$ cat src/rtl/mem_stage.sv
// -----------------------------------------------------------------------------
// mem_stage: memory-access pipeline stage.
//
// Takes one instruction from execute. Non-memory instructions pass straight
// through with 1-cycle latency. Loads and stores drive a req/gnt/rvalid data
// bus with a single outstanding access. The stage stalls the pipeline until
// the access retires. Results are registered towards writeback.
//
// Ports
//   clk, rst_n             pipeline clock, asynchronous active-low reset
//   m_regfile_waddr_i      destination register
//   m_regfile_rd_i         ALU result, or store data for stores
//   m_regfile_wr_i         instruction writes the register file
//   m_data_wr_i/rd_i       store / load
//   m_data_addr_i          byte address of the access
//   m_data_be_i            access size: 00 byte, 01 half, 10 word
//   m_is_load_store_i      instruction is a memory access
//   m_LOAD_op_i            000 LB, 001 LH, 010 LW, 100 LBU, 101 LHU
//   data_*                 data bus (req/gnt handshake, rvalid response)
//   w_regfile_*_o          registered writeback outputs
//   stall_mem_o            stall request, ORed into the global stall
//   misalign_o             one-cycle pulse on a rejected misaligned access
//
// Build option
//   MEM_MISALIGN_CHECK_EN  when defined, a misaligned half or word access
//                          retires immediately with no bus request and no
//                          register write, and pulses misalign_o. When it is
//                          undefined, the low address bits below the access
//                          size are ignored.
// -----------------------------------------------------------------------------
`timescale 1ns/1ps
module mem_stage (
  input  logic        clk,
  input  logic        rst_n,
  // from execute
  input  logic [4:0]  m_regfile_waddr_i,
  input  logic [31:0] m_regfile_rd_i,
  input  logic        m_regfile_wr_i,
  input  logic        m_data_wr_i,
  input  logic        m_data_rd_i,
  input  logic [31:0] m_data_addr_i,
  input  logic [1:0]  m_data_be_i,
  input  logic        m_is_load_store_i,
  input  logic [2:0]  m_LOAD_op_i,
  // data bus
  output logic        data_req_o,
  input  logic        data_gnt_i,
  input  logic        data_rvalid_i,
  output logic [31:0] data_addr_o,
  output logic        data_we_o,
  output logic [3:0]  data_be_o,
  output logic [31:0] data_wdata_o,
  input  logic [31:0] data_rdata_i,
  // to writeback / hazard unit
  output logic [4:0]  w_regfile_waddr_o,
  output logic [31:0] w_regfile_wd_o,
  output logic        w_regfile_wr_o,
  output logic        stall_mem_o,
  output logic        misalign_o
);

  localparam logic [1:0] StIdle = 2'd0;
  localparam logic [1:0] StReq  = 2'd1;
  localparam logic [1:0] StWait = 2'd2;

  logic [1:0]  state_q, state_d;
  logic        pending;
  logic        misalign_now;
  logic        is_store;
  logic        is_load;
  logic        req;
  logic        retire;
  logic [7:0]  ld_byte;
  logic [15:0] ld_half;
  logic [31:0] load_data;

  logic [4:0]  waddr_q;
  logic [31:0] wd_q;
  logic        wr_q;

  assign pending  = m_is_load_store_i & (m_data_rd_i | m_data_wr_i);
  assign is_store = pending & m_data_wr_i;
  assign is_load  = pending & ~m_data_wr_i & ~misalign_now;

`ifdef MEM_MISALIGN_CHECK_EN
  logic misalign_q;

  // Only checked on entry; a rejected access never leaves StIdle.
  assign misalign_now = pending & (state_q == StIdle) &
                        (((m_data_be_i == 2'b01) & m_data_addr_i[0]) |
                         (m_data_be_i[1] & (m_data_addr_i[1:0] != 2'b00)));

  always_ff @(posedge clk or negedge rst_n) begin
    if (!rst_n) begin
      misalign_q <= 1'b0;
    end else begin
      misalign_q <= misalign_now;
    end
  end

  assign misalign_o = misalign_q;
`else
  assign misalign_now = 1'b0;
  assign misalign_o   = 1'b0;
`endif

  // ---------------------------------------------------------------------------
  // Bus request FSM
  // ---------------------------------------------------------------------------
  always_comb begin
    state_d = state_q;
    req     = 1'b0;
    retire  = 1'b0;
    case (state_q)
      StIdle: begin
        if (!pending || misalign_now) begin
          retire = 1'b1;
        end else begin
          req = 1'b1;
          if (data_gnt_i) begin
            // A granted store is done; a granted load waits for its data.
            if (is_store) begin
              retire = 1'b1;
            end else begin
              state_d = StWait;
            end
          end else begin
            state_d = StReq;
          end
        end
      end
      StReq: begin
        req = 1'b1;
        if (data_gnt_i) begin
          if (is_store) begin
            retire  = 1'b1;
            state_d = StIdle;
          end else begin
            state_d = StWait;
          end
        end
      end
      StWait: begin
        if (data_rvalid_i) begin
          retire  = 1'b1;
          state_d = StIdle;
        end
      end
      default: state_d = StIdle;
    endcase
  end

  always_ff @(posedge clk or negedge rst_n) begin
    if (!rst_n) begin
      state_q <= StIdle;
    end else begin
      state_q <= state_d;
    end
  end

  // Combinational outputs are gated by reset so that an instruction held at
  // the stage input cannot request the bus or stall the pipe while in reset.
  assign data_req_o  = rst_n & req;
  assign stall_mem_o = rst_n & pending & ~retire;

  // ---------------------------------------------------------------------------
  // Request formatting
  // ---------------------------------------------------------------------------
  assign data_addr_o = {m_data_addr_i[31:2], 2'b00};
  assign data_we_o   = m_data_wr_i;

  always_comb begin
    data_be_o    = 4'b1111;
    data_wdata_o = m_regfile_rd_i;
    case (m_data_be_i)
      2'b00: begin
        data_be_o    = 4'b0001 << m_data_addr_i[1:0];
        data_wdata_o = {4{m_regfile_rd_i[7:0]}};
      end
      2'b01: begin
        data_be_o    = 4'b0011 << {m_data_addr_i[1], 1'b0};
        data_wdata_o = {2{m_regfile_rd_i[15:0]}};
      end
      default: begin
        data_be_o    = 4'b1111;
        data_wdata_o = m_regfile_rd_i;
      end
    endcase
  end

  // ---------------------------------------------------------------------------
  // Load data alignment and extension
  // ---------------------------------------------------------------------------
  always_comb begin
    case (m_data_addr_i[1:0])
      2'b00:   ld_byte = data_rdata_i[7:0];
      2'b01:   ld_byte = data_rdata_i[15:8];
      2'b10:   ld_byte = data_rdata_i[23:16];
      default: ld_byte = data_rdata_i[31:24];
    endcase
  end

  // Halfword lane follows the byte enables, which ignore addr[0].
  assign ld_half = m_data_addr_i[1] ? data_rdata_i[31:16] : data_rdata_i[15:0];

  always_comb begin
    case (m_LOAD_op_i)
      3'b000:  load_data = {{24{ld_byte[7]}}, ld_byte};
      3'b001:  load_data = {{16{ld_half[15]}}, ld_half};
      3'b100:  load_data = {24'h0, ld_byte};
      3'b101:  load_data = {16'h0, ld_half};
      default: load_data = data_rdata_i;
    endcase
  end

  // ---------------------------------------------------------------------------
  // Writeback registers: updated on retire, bubble (wr=0) otherwise.
  // ---------------------------------------------------------------------------
  always_ff @(posedge clk or negedge rst_n) begin
    if (!rst_n) begin
      waddr_q <= 5'd0;
      wd_q    <= 32'd0;
      wr_q    <= 1'b0;
    end else if (retire) begin
      waddr_q <= m_regfile_waddr_i;
      wd_q    <= is_load ? load_data : m_regfile_rd_i;
      wr_q    <= m_regfile_wr_i & ~is_store & ~misalign_now;
    end else begin
      wr_q    <= 1'b0;
    end
  end

  assign w_regfile_waddr_o = waddr_q;
  assign w_regfile_wd_o    = wd_q;
  assign w_regfile_wr_o    = wr_q;

endmodule

$ cat config.mk
export PLATFORM = sky130hd
export DESIGN_NAME = mem_stage
export DESIGN_NICKNAME = d
export VERILOG_FILES = /design/src/rtl/mem_stage.sv
export SDC_FILE = /design/constraint.sdc
export NUM_CORES = 1
export LEC_CHECK = 0
export CAP_MARGIN = 0
export CELL_PAD_IN_SITES_DETAIL_PLACEMENT = 1
export CELL_PAD_IN_SITES_GLOBAL_PLACEMENT = 1
export CORE_ASPECT_RATIO = 1.75
export CORE_MARGIN = 2
export CORE_UTILIZATION = 26
export DETAILED_ROUTE_END_ITERATION = 10
export PLACE_DENSITY_LB_ADDON = 0.1
export SLEW_MARGIN = 10
export SYNTH_ARGS = -nofsm -noshare
export SYNTH_HDL_FRONTEND = slang
export SYNTH_SLANG_ARGS = --single-unit
$ cat constraint.sdc
create_clock -name clk -period 2.9 [get_ports clk]
set_input_delay 0.435 -clock clk [delete_from_list [all_inputs] [get_ports clk]]
set_output_delay 0.435 -clock clk [all_outputs]
set_load 0.05 [all_outputs]
### Word level (Yosys, flattened, before mapping)

Index checks and enable logic that the tools add are counted.

| operators by class | value |
|---|---|
| eq/ne operators | 12 |
| shift-type cells | 2 |
| muxes and demuxes | 21 |
| bitwise gates (word level) | 11 |
| reductions and logical operators | 5 |

Operators with widths:

| operator | count |
|---|---|
| $pmux 32 s4 | 1 |
| $pmux 32 s2 | 1 |
| $mux 32 | 1 |
| $pmux 8 s3 | 1 |
| $mux 16 | 1 |
| $mux 2 | 6 |
| $pmux 4 s2 | 1 |
| $and 1x1->1 | 7 |
| $eq 2x1->1 const B | 3 |
| $eq 3x3->1 const B | 2 |
| $logic_not 2->1 | 3 |
| $mux 1 | 6 |
| $ne 2x2->1 const B | 3 |
| $pmux 2 s3 | 1 |
| $eq 2x2->1 const B | 2 |
| $reduce_and 4->1 | 1 |
| $shl 1x2->4 const A | 1 |
| $shl 2x2->4 const A | 1 |
| $eq 3x1->1 const B | 1 |
| $logic_not 3->1 | 1 |
| $ne 3x3->1 const B | 1 |
| $not 1->1 | 3 |
| $pmux 1 s3 | 1 |
| $pmux 1 s2 | 1 |
| $or 1x1->1 | 1 |

| storage, ports and cells | value |
|---|---|
| register bits after elaboration | 40 |
| bits of input ports | 114 |
| output and inout bits | 110 |
| logic and storage cells | 55 |

### Logic depth before layout (Yosys ltp)

| logic depth | value |
|---|---|
| depth after elaboration | 9 |
| gate-level depth with buffers | 7 |

### Worst setup path before layout

No wires, ideal clock.

| timing path | value |
|---|---|
| path type | input to output |
| start point | input m_data_be_i[0] |
| end point | output data_wdata_o[24] |
| arrival time | 2.056 ns |
| data required time | 2.465 ns |
| setup slack | 0.409 ns |
| stages on the path | 3 |
| buffers on the path | 1 |
| cell sequence | clkbuf_1 -> mux2i_1 -> o21ai_0 |

| between the ends | value |
|---|---|
| longest elaborated chain between the ends | 2 |
| elaborated cells between the ends (all ways) | 3 |

RTL lines:

| element | line | RTL |
|---|---|---|
| start, declared | 42 | `input logic [1:0] m_data_be_i,` |
| $eq 2x1->1 or $logic_not 2->1 (tied branches) | 175 | `case (m_data_be_i)` |
| $pmux 32 s2 * | 175 |  |
| end, declared | 52 | `output logic [31:0] data_wdata_o,` |

Every way passes the cells marked *; elsewhere a longest branch is shown, timed or not.

### Worst setup path after layout

| timing path | value |
|---|---|
| start point | input m_data_wr_i |
| end point | output stall_mem_o |

| between the ends | value |
|---|---|
| longest elaborated chain between the ends | 9 |
| elaborated cells between the ends (all ways) | 10 |

RTL lines:

| element | line | RTL |
|---|---|---|
| start, declared | 39 | `input logic m_data_wr_i,` |
| $or 1x1->1 | 81 | `assign pending = m_is_load_store_i & (m_data_rd_i \| m_data_wr_i);` |
| $and 1x1->1 | 81 |  |
| $and 1x1->1 | 82 | `assign is_store = pending & m_data_wr_i;` |
| $mux 1 | 122, 135 |  |
| $mux 1 | 120 | `if (data_gnt_i) begin` |
| $mux 1 | 116 | `if (!pending \|\| misalign_now) begin` |
| $pmux 1 s3 | 114 | `case (state_q)` |
| $not 1->1 | 164 | `assign stall_mem_o = rst_n & pending & ~retire;` |
| $and 1x1->1 * | 164 |  |
| end, declared | 58 | `output logic stall_mem_o,` |

Marked as above.

==> key figures <==
Floorplanning
  • Die ar.: 13,300 um2
  • Die W: 87.9 um
  • I/O pins: 224
  • Row cnt: 53
  • Initial Util: 0.267
  • Core ar.: 12,000 um2
  • Die height: 151 um

Route
  • DR iter-0 viols: roughly 80
  • Vias: 3,444
  • Vias/cell: about 5.0
  • Post-Route WL: 14,500 um
  • Drt first pass iters: 7
  • Routed Antenna Nets: 0
  • Drt drc: 0
  • DR WL/cell: ~21 um

Synth
  • Area leader, netlist: dfrtp_1
  • Cell count after synthesis: 409
  • Avg Cell Area, Syn: 7.84 um2
  • Post-synth EDFFs: 0
  • Mapped cell area: 3210 um2
  • Post-synthesis sequential area ratio: 0.312
  • Dominant synthesized flop cell: dfrtp_1
  • Synthesized flop and latch total: 40
  • Library cells used by synthesis: 39
  • Largest cells by area after synthesis: dfrtp_1 (31%), buf_4 (9.8%), nand2_1 (6.8%)
  • Post-synth top area share: 0.312
  • Fraction of registers with async set or reset after synthesis: 1.00
  • Ys Warns: 0

STA
  • F_max: 410 MHz
  • Worst Slack Setup Final: 0.459 ns
  • Clock skew: 0.00592 ns
  • RSZ-0062 raised after global routing: false
  • Slew Limit Fails: 0
  • Endpoints failing hold: 0
  • Final setup viols: 0
  • Fin crit period: 2.44 ns
  • Worst-margin pin slew: about 0.73 ns
  • TNS Setup: 0 ns
  • Final period util: 0.842
  • Slew margin rel.: 0.516

Power
  • Power per cell area: 598 nW/um2
  • Leak pwr: between 2 and 2.5 nW
  • Max IR drop VDD: 0.000291 V

CTS
  • Post-CTS Setup Repair Bufs: 0
  • Reg clk slew, reported paths: 0.06 ns
  • CTS resizes: 0
  • Sink Count: 40
  • Total CTS buffers: 5
  • Clock root cell: clkbuf_16
  • CTS tree: yes
  • H-tree levels: 2
  • Clk buf depth: 2
  • Worst skew pair latency: 0.29 ns
  • Post-CTS Hold Fix Bufs: 0

Place
  • Routability cong.: about 0.85
  • Post-DP HPWL: 11,400 um
  • Pre-CTS setup slack: 0.332 ns
  • Port buffer count: 160

Global route
  • Pin count of the biggest net entering global routing: 25
  • First-pass GRT wire length: 21,500 um
  • Initial antenna violation count: 0
  • Vias in the first global route: 3,794
  • Grt ovf: 0
  • GRT Total Usage: 0.218

Setup path
  • Crit path kind: in2out
  • Crit path DAT: 2.01 ns
  • Type of origin of the critical path: input port
  • CP Capture Type: output pin
  • Worst EP required: 2.47 ns
  • Crit path max fanout: 6

Cells and area
  • Layout Utilization: 0.412
  • Most common cell after layout, fill and taps aside: clkdlybuf4s50_1
  • Ant diodes: 0
  • Area delta synth->final: 54.4%
  • Share of cells above drive strength 1: 0.166
  • Most frequent cells in the layout: clkdlybuf4s50_1 (129), nand2_1 (58), buf_4 (43), nor2_1 (41), dfrtp_1 (40)
  • Fill count: 1,450
  • Post-layout net count: roughly 640

Hold path
  • Min-delay worst type: in2async

Flow run
  • Max-capacitance violation count: 0

Outcome
  • Status: finished, final reports clean
path summary, 6_finish.rpt:
kind	start	to	slack [ns]	cells after the start
max in group asynchronous	rst_n	w_regfile_wd_o[3]	2.01	2
max reg2reg	state_q[0]	w_regfile_wd_o[19]	1.19	5
min in group clk	w_regfile_waddr_o[0]	w_regfile_waddr_o[0]	0.48	2
min reg2reg	w_regfile_waddr_o[0]	w_regfile_waddr_o[0]	0.48	2
max	m_data_wr_i	stall_mem_o	0.46	6
min	rst_n	w_regfile_wd_o[20]	0.13	1
per-stage QoR:
step | total power (W) | hold WS [ns] | std cells | area (um2)
floorplan | 0.00185 | 0.139 | 411 | 3210
global placement | 0.00241 | 0.440 | 686 | 4810
detailed placement | 0.00243 | 0.453 | 686 | 4810
CTS | 0.00300 | 0.142 | 694 | 4950
global route | 0.00311 | 0.160 | 694 | 4950
finish | 0.00296 | 0.131 | 694 | 4950
sequential cells by signal, summed over array words and instances, names as in the netlist:
register / count
state_q: 2
w_regfile_waddr_o: 5
w_regfile_wr_o: 1
w_regfile_wd_o: 32
report_power, final:
part,internal (W),switching [W],leakage [nW]
sequential,0.000692,0.0000850,0.461
clock,0.000318,0.000242,0.0736
combinational,0.000577,0.00105,1.48
worst max-delay path, cell delays in order:
cell and delay (ns):
clkdlybuf4s50_1 0.51, o21a_1 0.25, o21ai_0 0.19, nand2_1 0.20, and3_1 0.24, buf_4 0.18
layer usage:
metal | global-route usage | vias up | wire length, um
met1 | 0.227 | 1677 | 5250
li1 | - | 1626 | -
met3 | 0.0272 | 25 | 599
met5 | 0 | - | 0
met2 | 0.431 | 116 | 8190
met4 | 0.0762 | 0 | 430
final cells by class:
cell class              instances  area [um2]  area share
clock buffers                   5         125      0.0253
clock inverters                 3        18.8     0.00379
inverters                       6        22.5     0.00455
multi-input cells             291        1740       0.351
flip-flops and latches         40        1000       0.202
well taps                     165         206      0.0417
repair buffers                184        1840       0.371
cells by family (layout without fill, tap and decap cells):
family | after synthesis | count (layout) | share of synthesized area
compound gates | 95 | 95 | 0.201
mux | 31 | 31 | 0.107
buf+inv | 80 | 198 | 0.149
simple gates | 162 | 162 | 0.230
flops | 40 | 40 | 0.312
other cells | 1 | 3 | 0.00117
synthesized netlist by cell type (all sizes together) (4+ instances only):
cell type  instances
buf               48
o21ai             25
clkbuf            26
a21oi             13
mux2              16
nand2b             8
mux2i             14
nor3              24
inv                6
a31oi              7
a221oi             5
nand3             16
a22o               5
dfrtp             40
a32oi              4
nor2              42
nor2b              6
a211oi            20
nand2             58
Power figures use the tool's default switching activity.
